$ cat src/rtl/hash_loader_pkg.sv
// hash_loader_pkg: shared state encoding and byte-order helper for the hash RAM loader
package hash_loader_pkg;
  typedef enum logic [1:0] {IDLE, LOAD, FLUSH, READY} state_t;
  localparam int WORD_BYTES = 8;
  function automatic logic [63:0] byte_rev(input logic [63:0] d);
    for (int i = 0; i < WORD_BYTES; i++) byte_rev[8*i +: 8] = d[8*(WORD_BYTES-1-i) +: 8];
  endfunction
endpackage

$ cat src/rtl/loader_addr_gen.sv
// loader_addr_gen: write address and remaining-word tracking for one load
module loader_addr_gen #(
  parameter int ADDR_W = 32,
  parameter int CNT_W = 16,
  parameter int ADDR_STRIDE = 8
) (
  input  logic              clk,
  input  logic              rst,
  input  logic              load,
  input  logic              step,
  input  logic [ADDR_W-1:0] base,
  input  logic [CNT_W-1:0]  count,
  output logic [ADDR_W-1:0] addr,
  output logic              last
);
  logic [CNT_W-1:0] remain_q;
  assign last = remain_q == CNT_W'(1);
  always_ff @(posedge clk) begin
    if (rst) begin
      addr <= '0;
      remain_q <= '0;
    end else if (load) begin
      addr <= base;
      remain_q <= count;
    end else if (step) begin
      addr <= addr + ADDR_W'(ADDR_STRIDE);
      remain_q <= remain_q - 1'b1;
    end
  end
endmodule

$ cat src/rtl/hash_ram_loader.sv
// hash_ram_loader: streams 64-bit hash words into the HASH RAM and flags hash_ready when committed
module hash_ram_loader
  import hash_loader_pkg::*;
#(
  parameter int ADDR_W = 32,
  parameter int CNT_W = 16,
  parameter int ADDR_STRIDE = 8,
  parameter int BYTE_SWAP = 0
) (
  input  logic              clk,
  input  logic              rst,
  input  logic              start,
  input  logic [ADDR_W-1:0] base_addr,
  input  logic [CNT_W-1:0]  word_count,
  input  logic              s_valid,
  input  logic [63:0]       s_data,
  output logic              s_ready,
  output logic [ADDR_W-1:0] ram_waddr,
  output logic [63:0]       ram_wdata,
  output logic [7:0]        ram_wmask,
  output logic              ram_wen,
  output logic              hash_ready,
  input  logic              release_buf,
  output logic              busy,
  output logic [CNT_W-1:0]  words_done
);
  state_t state;
  logic hs, last, accept;
  logic [ADDR_W-1:0] addr_q;
  assign s_ready = state == LOAD;
  assign hs = s_valid & s_ready;
  assign accept = start & (state == IDLE);
  loader_addr_gen #(.ADDR_W(ADDR_W), .CNT_W(CNT_W), .ADDR_STRIDE(ADDR_STRIDE)) u_addr (
    .clk(clk), .rst(rst), .load(accept), .step(hs),
    .base(base_addr), .count(word_count), .addr(addr_q), .last(last)
  );
  always_ff @(posedge clk) begin
    if (rst) begin
      state <= IDLE;
      ram_wen <= 1'b0;
      ram_wmask <= '0;
      ram_waddr <= '0;
      ram_wdata <= '0;
      hash_ready <= 1'b0;
      busy <= 1'b0;
      words_done <= '0;
    end else begin
      ram_wen <= hs;
      ram_wmask <= {WORD_BYTES{hs}};
      if (hs) begin
        ram_waddr <= addr_q;
        ram_wdata <= BYTE_SWAP != 0 ? byte_rev(s_data) : s_data;
        words_done <= words_done + 1'b1;
      end
      case (state)
        IDLE: if (start) begin
          busy <= 1'b1;
          words_done <= '0;
          hash_ready <= word_count == '0;
          state <= word_count == '0 ? READY : LOAD;
        end
        LOAD: if (hs && last) state <= FLUSH;
        FLUSH: begin
          hash_ready <= 1'b1;
          state <= READY;
        end
        READY: if (release_buf) begin
          hash_ready <= 1'b0;
          busy <= 1'b0;
          state <= IDLE;
        end
        default: state <= IDLE;
      endcase
    end
  end
endmodule
$ cat config.mk
export PLATFORM = sky130hd
export DESIGN_NAME = hash_ram_loader
export DESIGN_NICKNAME = d
export VERILOG_FILES = /design/src/rtl/hash_loader_pkg.sv /design/src/rtl/loader_addr_gen.sv /design/src/rtl/hash_ram_loader.sv
export SDC_FILE = /design/constraint.sdc
export NUM_CORES = 1
export LEC_CHECK = 0
export BUFFER_PORTS_ARGS = -buffer_cell sky130_fd_sc_hd__buf_4
export CAP_MARGIN = 25
export CORE_MARGIN = 2
export CORE_UTILIZATION = 30
export DETAILED_ROUTE_END_ITERATION = 6
export PLACE_DENSITY_LB_ADDON = 0.12
export SLEW_MARGIN = 10
export SYNTH_ARGS = -nofsm -noshare
export SYNTH_HDL_FRONTEND = slang
export SYNTH_SLANG_ARGS = --single-unit
$ cat constraint.sdc
create_clock -name clk -period 2.98 [get_ports clk]
set_input_delay 0.596 -clock clk [delete_from_list [all_inputs] [get_ports clk]]
set_output_delay 0.596 -clock clk [all_outputs]
set_load 0.01 [all_outputs]
==> reports/results.txt <==
Status: complete, no violations
Count leader, synth: nand2_1
Max frequency: 439 MHz
Post-route DRC: 0
Slowest-stage cell, CP: or4_2
Area share of the largest cell type after synthesis: 46.7%
Ys flop type: dfxtp_1
Initial antenna violation count: 0
Total grt overflow: 0
Max_cap viols: 0
Routed length per instance: 15.3 um
PwrDens: 730 nW/um^2
I/O pin cnt: 241
Worst slew margin: 57.1%
Syn_nets: 1015
Post-route ant nets: 0
CTS tree: yes
Post-synthesis mux area share: 0.283%
Core ar.: 23300 sq um
DP Area: 9110 sq um
Synth cell types: 44
CP Launch Type: flip-flop
Synth top cells by count: 226 x nand2_1, 165 x dfxtp_1, 111 x a21oi_1
Hold-fix buffers, CTS: 0
Reg2reg path depth: 7
Non-Filler Instances: 1422
Placer Congestion: 0.792
Synth Instances: 889
Vias: 6819
Async SR Flop Fraction: 0%
Avg Cell Area, Syn: 7.96 sq um
Seq/Total Area, Yosys: 46.7%
Logic pwr share: 26.8%
Clock sinks: 165
Compound-gate portion of the synthesized area: 16.5%
Post-synthesis adder-cell area fraction: 1.59%
Hold crit path type: in -> reg
Worst setup EP type: flip-flop
Number of global-route vias before repair: 6399
#FFs+latches synth: 165
Initial core utilization: 30.3%
Port bufs: 240
Switch Pwr: 2.41 mW
Finished Core Util: 41.5%
Final TNS setup: 0 ns
Nets: 1216
GR Util All Layers: 17.4%
Leak: 3.77 nW
Hold path cells: 3
Site row count: 56
Largest net degree at the start of global routing: 135
Final setup viols: 0
Fin worst setup slack: 0.704 ns
Period minus WS final: 2.28 ns
WP data arrival: 2.61 ns
Pre-Repair DR Iteration Count: 5
Post-CTS sizing: 0
Final WL: 21700 um
Switching share of power: 34.1%
Vias/cell: 4.80
Hpwl dp: 15000 um
Final std cell area, no fill: 9690 sq um
Int Pwr: 4.66 mW
Clock Latency Late Sink: 0.43 ns
Share of cells above drive strength 1: 27.3%
Crit Path Max Fanout: 10
Clock transition at path regs: 0.07 ns
Fin. Hold Viols: 0
Num CTS Buffers: 17
Mapped cell area: 7080 sq um
Post-synthesis xor/xnor area fraction: 3.09%
Die H: 158 um
EDFF count, synth: 0
Largest cells by area after synthesis: dfxtp_1 47%, nand2_1 12%, a21oi_1 7.8%
Post-route clock period utilization: 76.4%
Clock Root Buffer: clkbuf_16
CP cell instances: inv_1, ha_1, buf_4, and4bb_2, nand3_1, or4_2, a311oi_1
Layout area overhead: 37.0%
FILL cells: 2514
IR drop worst, VDD: 0.394 mV
Required time worst endpoint: 3.31 ns
Final Max Tran Viols: 0
Number of synthesis warnings: 0
Setup repair bufs after CTS: 0
Die area: 24800 sq um
Register area: 3300 sq um
Worst-case clock buffer depth: 2
Die width: 158 um
Initial drt markers: 314
Dpl ws: 0.626 ns
Crit Path Class: reg -> reg
Clk_skew: 0.0173 ns
Clock power frac: 31.2%
Footprint of the multi-input gates: 3440 sq um
Largest family of logic cells by synthesized area: simple AND/OR/NAND/NOR gates
Synth area leader: dfxtp_1
Ant. Diodes: 0
RSZ-0062 raised after global routing: false
Simple-Gate Fraction of Synth Area: 27.1%
Worst-Margin Slew: 0.639 ns
Slowest stage delay, CP: 0.57 ns
H-tree depth: 4
Post-Place Cells: 1390
First-pass GRT wire length: 34300 um
Seq pwr share: 42.0%
## placed cells by master, fill, tap and decap left out, types with 5 or more instances in the layout
cell / Yosys / final
clkinv_4: 0 / 5
a311oi_1: 22 / 22
xnor2_1: 13 / 13
or3_1: 13 / 13
nand4_1: 16 / 16
or4_1: 11 / 11
a211oi_1: 25 / 25
ha_1: 9 / 9
xor2_1: 12 / 12
clkbuf_16: 0 / 17
and4_1: 14 / 14
nand3_1: 14 / 14
buf_4: 8 / 250
a21oi_1: 111 / 111
nand2_1: 226 / 224
a31o_2: 6 / 6
inv_1: 13 / 13
nor3_1: 14 / 14
dfxtp_1: 165 / 165
o21ai_0: 11 / 11
o31ai_1: 8 / 8
nor2_1: 64 / 64
nor4_1: 20 / 20
## power by group through the flow
stage | clock network [mW] | registers (mW) | logic [mW]
floorplan | 0 | 2.97 | 1.14
global placement | 0 | 3.00 | 1.92
detailed placement | 0 | 3.01 | 1.92
CTS | 2.28 | 2.97 | 1.93
global route | 2.37 | 3.04 | 2.13
finish | 2.20 | 2.97 | 1.90
## final cells by class
| cell class | instances | area share (%) |
|---|---|---|
| clock buffers | 18 | 4.43 |
| clock inverters | 14 | 1.57 |
| inverters | 13 | 0.503 |
| multi-input cells | 641 | 35.5 |
| flip-flops and latches | 165 | 34.1 |
| well taps | 319 | 4.12 |
| repair buffers | 252 | 19.8 |
## per-layer routing
metal / routed length, um / track usage [%]
met1: 10300 / 23.9
met2: 9940 / 26.7
met3: 1410 / 4.85
met4: 131 / 5.28
met5: 0 / 0
## critical path, delay by kind of cell (launching register included)
family | cells | cell delay (ns)
simple gates | 3 | 1.06
flops | 1 | 0.34
buf+inv | 2 | 0.33
compound gates | 1 | 0.28
fa+ha+maj | 1 | 0.18
## per-stage QoR
step	hold slack (ns)	power, mW
global route	0.391	7.54
global placement	0.440	4.92
finish	0.415	7.07
CTS	0.388	7.17
detailed placement	0.447	4.93
floorplan	0.432	4.12
## worst paths after layout
path	start	end	slack [ns]
hold / removal	s_data[0]	ram_wdata[0]	0.41
hold reg to reg	ram_waddr[15]	ram_waddr[15]	0.45
setup / recovery	state[1]	u_addr.remain_q[15]	0.70
setup reg to reg	state[1]	u_addr.remain_q[15]	0.70
## logic make-up (layout without fill, tap and decap cells)
| group | Yosys count | after routing |
|---|---|---|
| AO/OA/AOI/OAI | 191 | 191 |
| XOR/XNOR | 25 | 25 |
| adder cells (fa/ha/maj) | 9 | 9 |
| buffers and inverters | 83 | 297 |
| flip-flops | 165 | 165 |
| multiplexers | 2 | 2 |
| AND/OR/NAND/NOR | 414 | 414 |
## state kept, by name, indices dropped and copies added, names as in the netlist
signal           cells
busy                 1
hash_ready           1
ram_waddr           32
ram_wdata           64
ram_wen              1
state                2
u_addr.addr         32
u_addr.remain_q     16
words_done          16
Note: power is estimated with default switching activity, not from simulation.
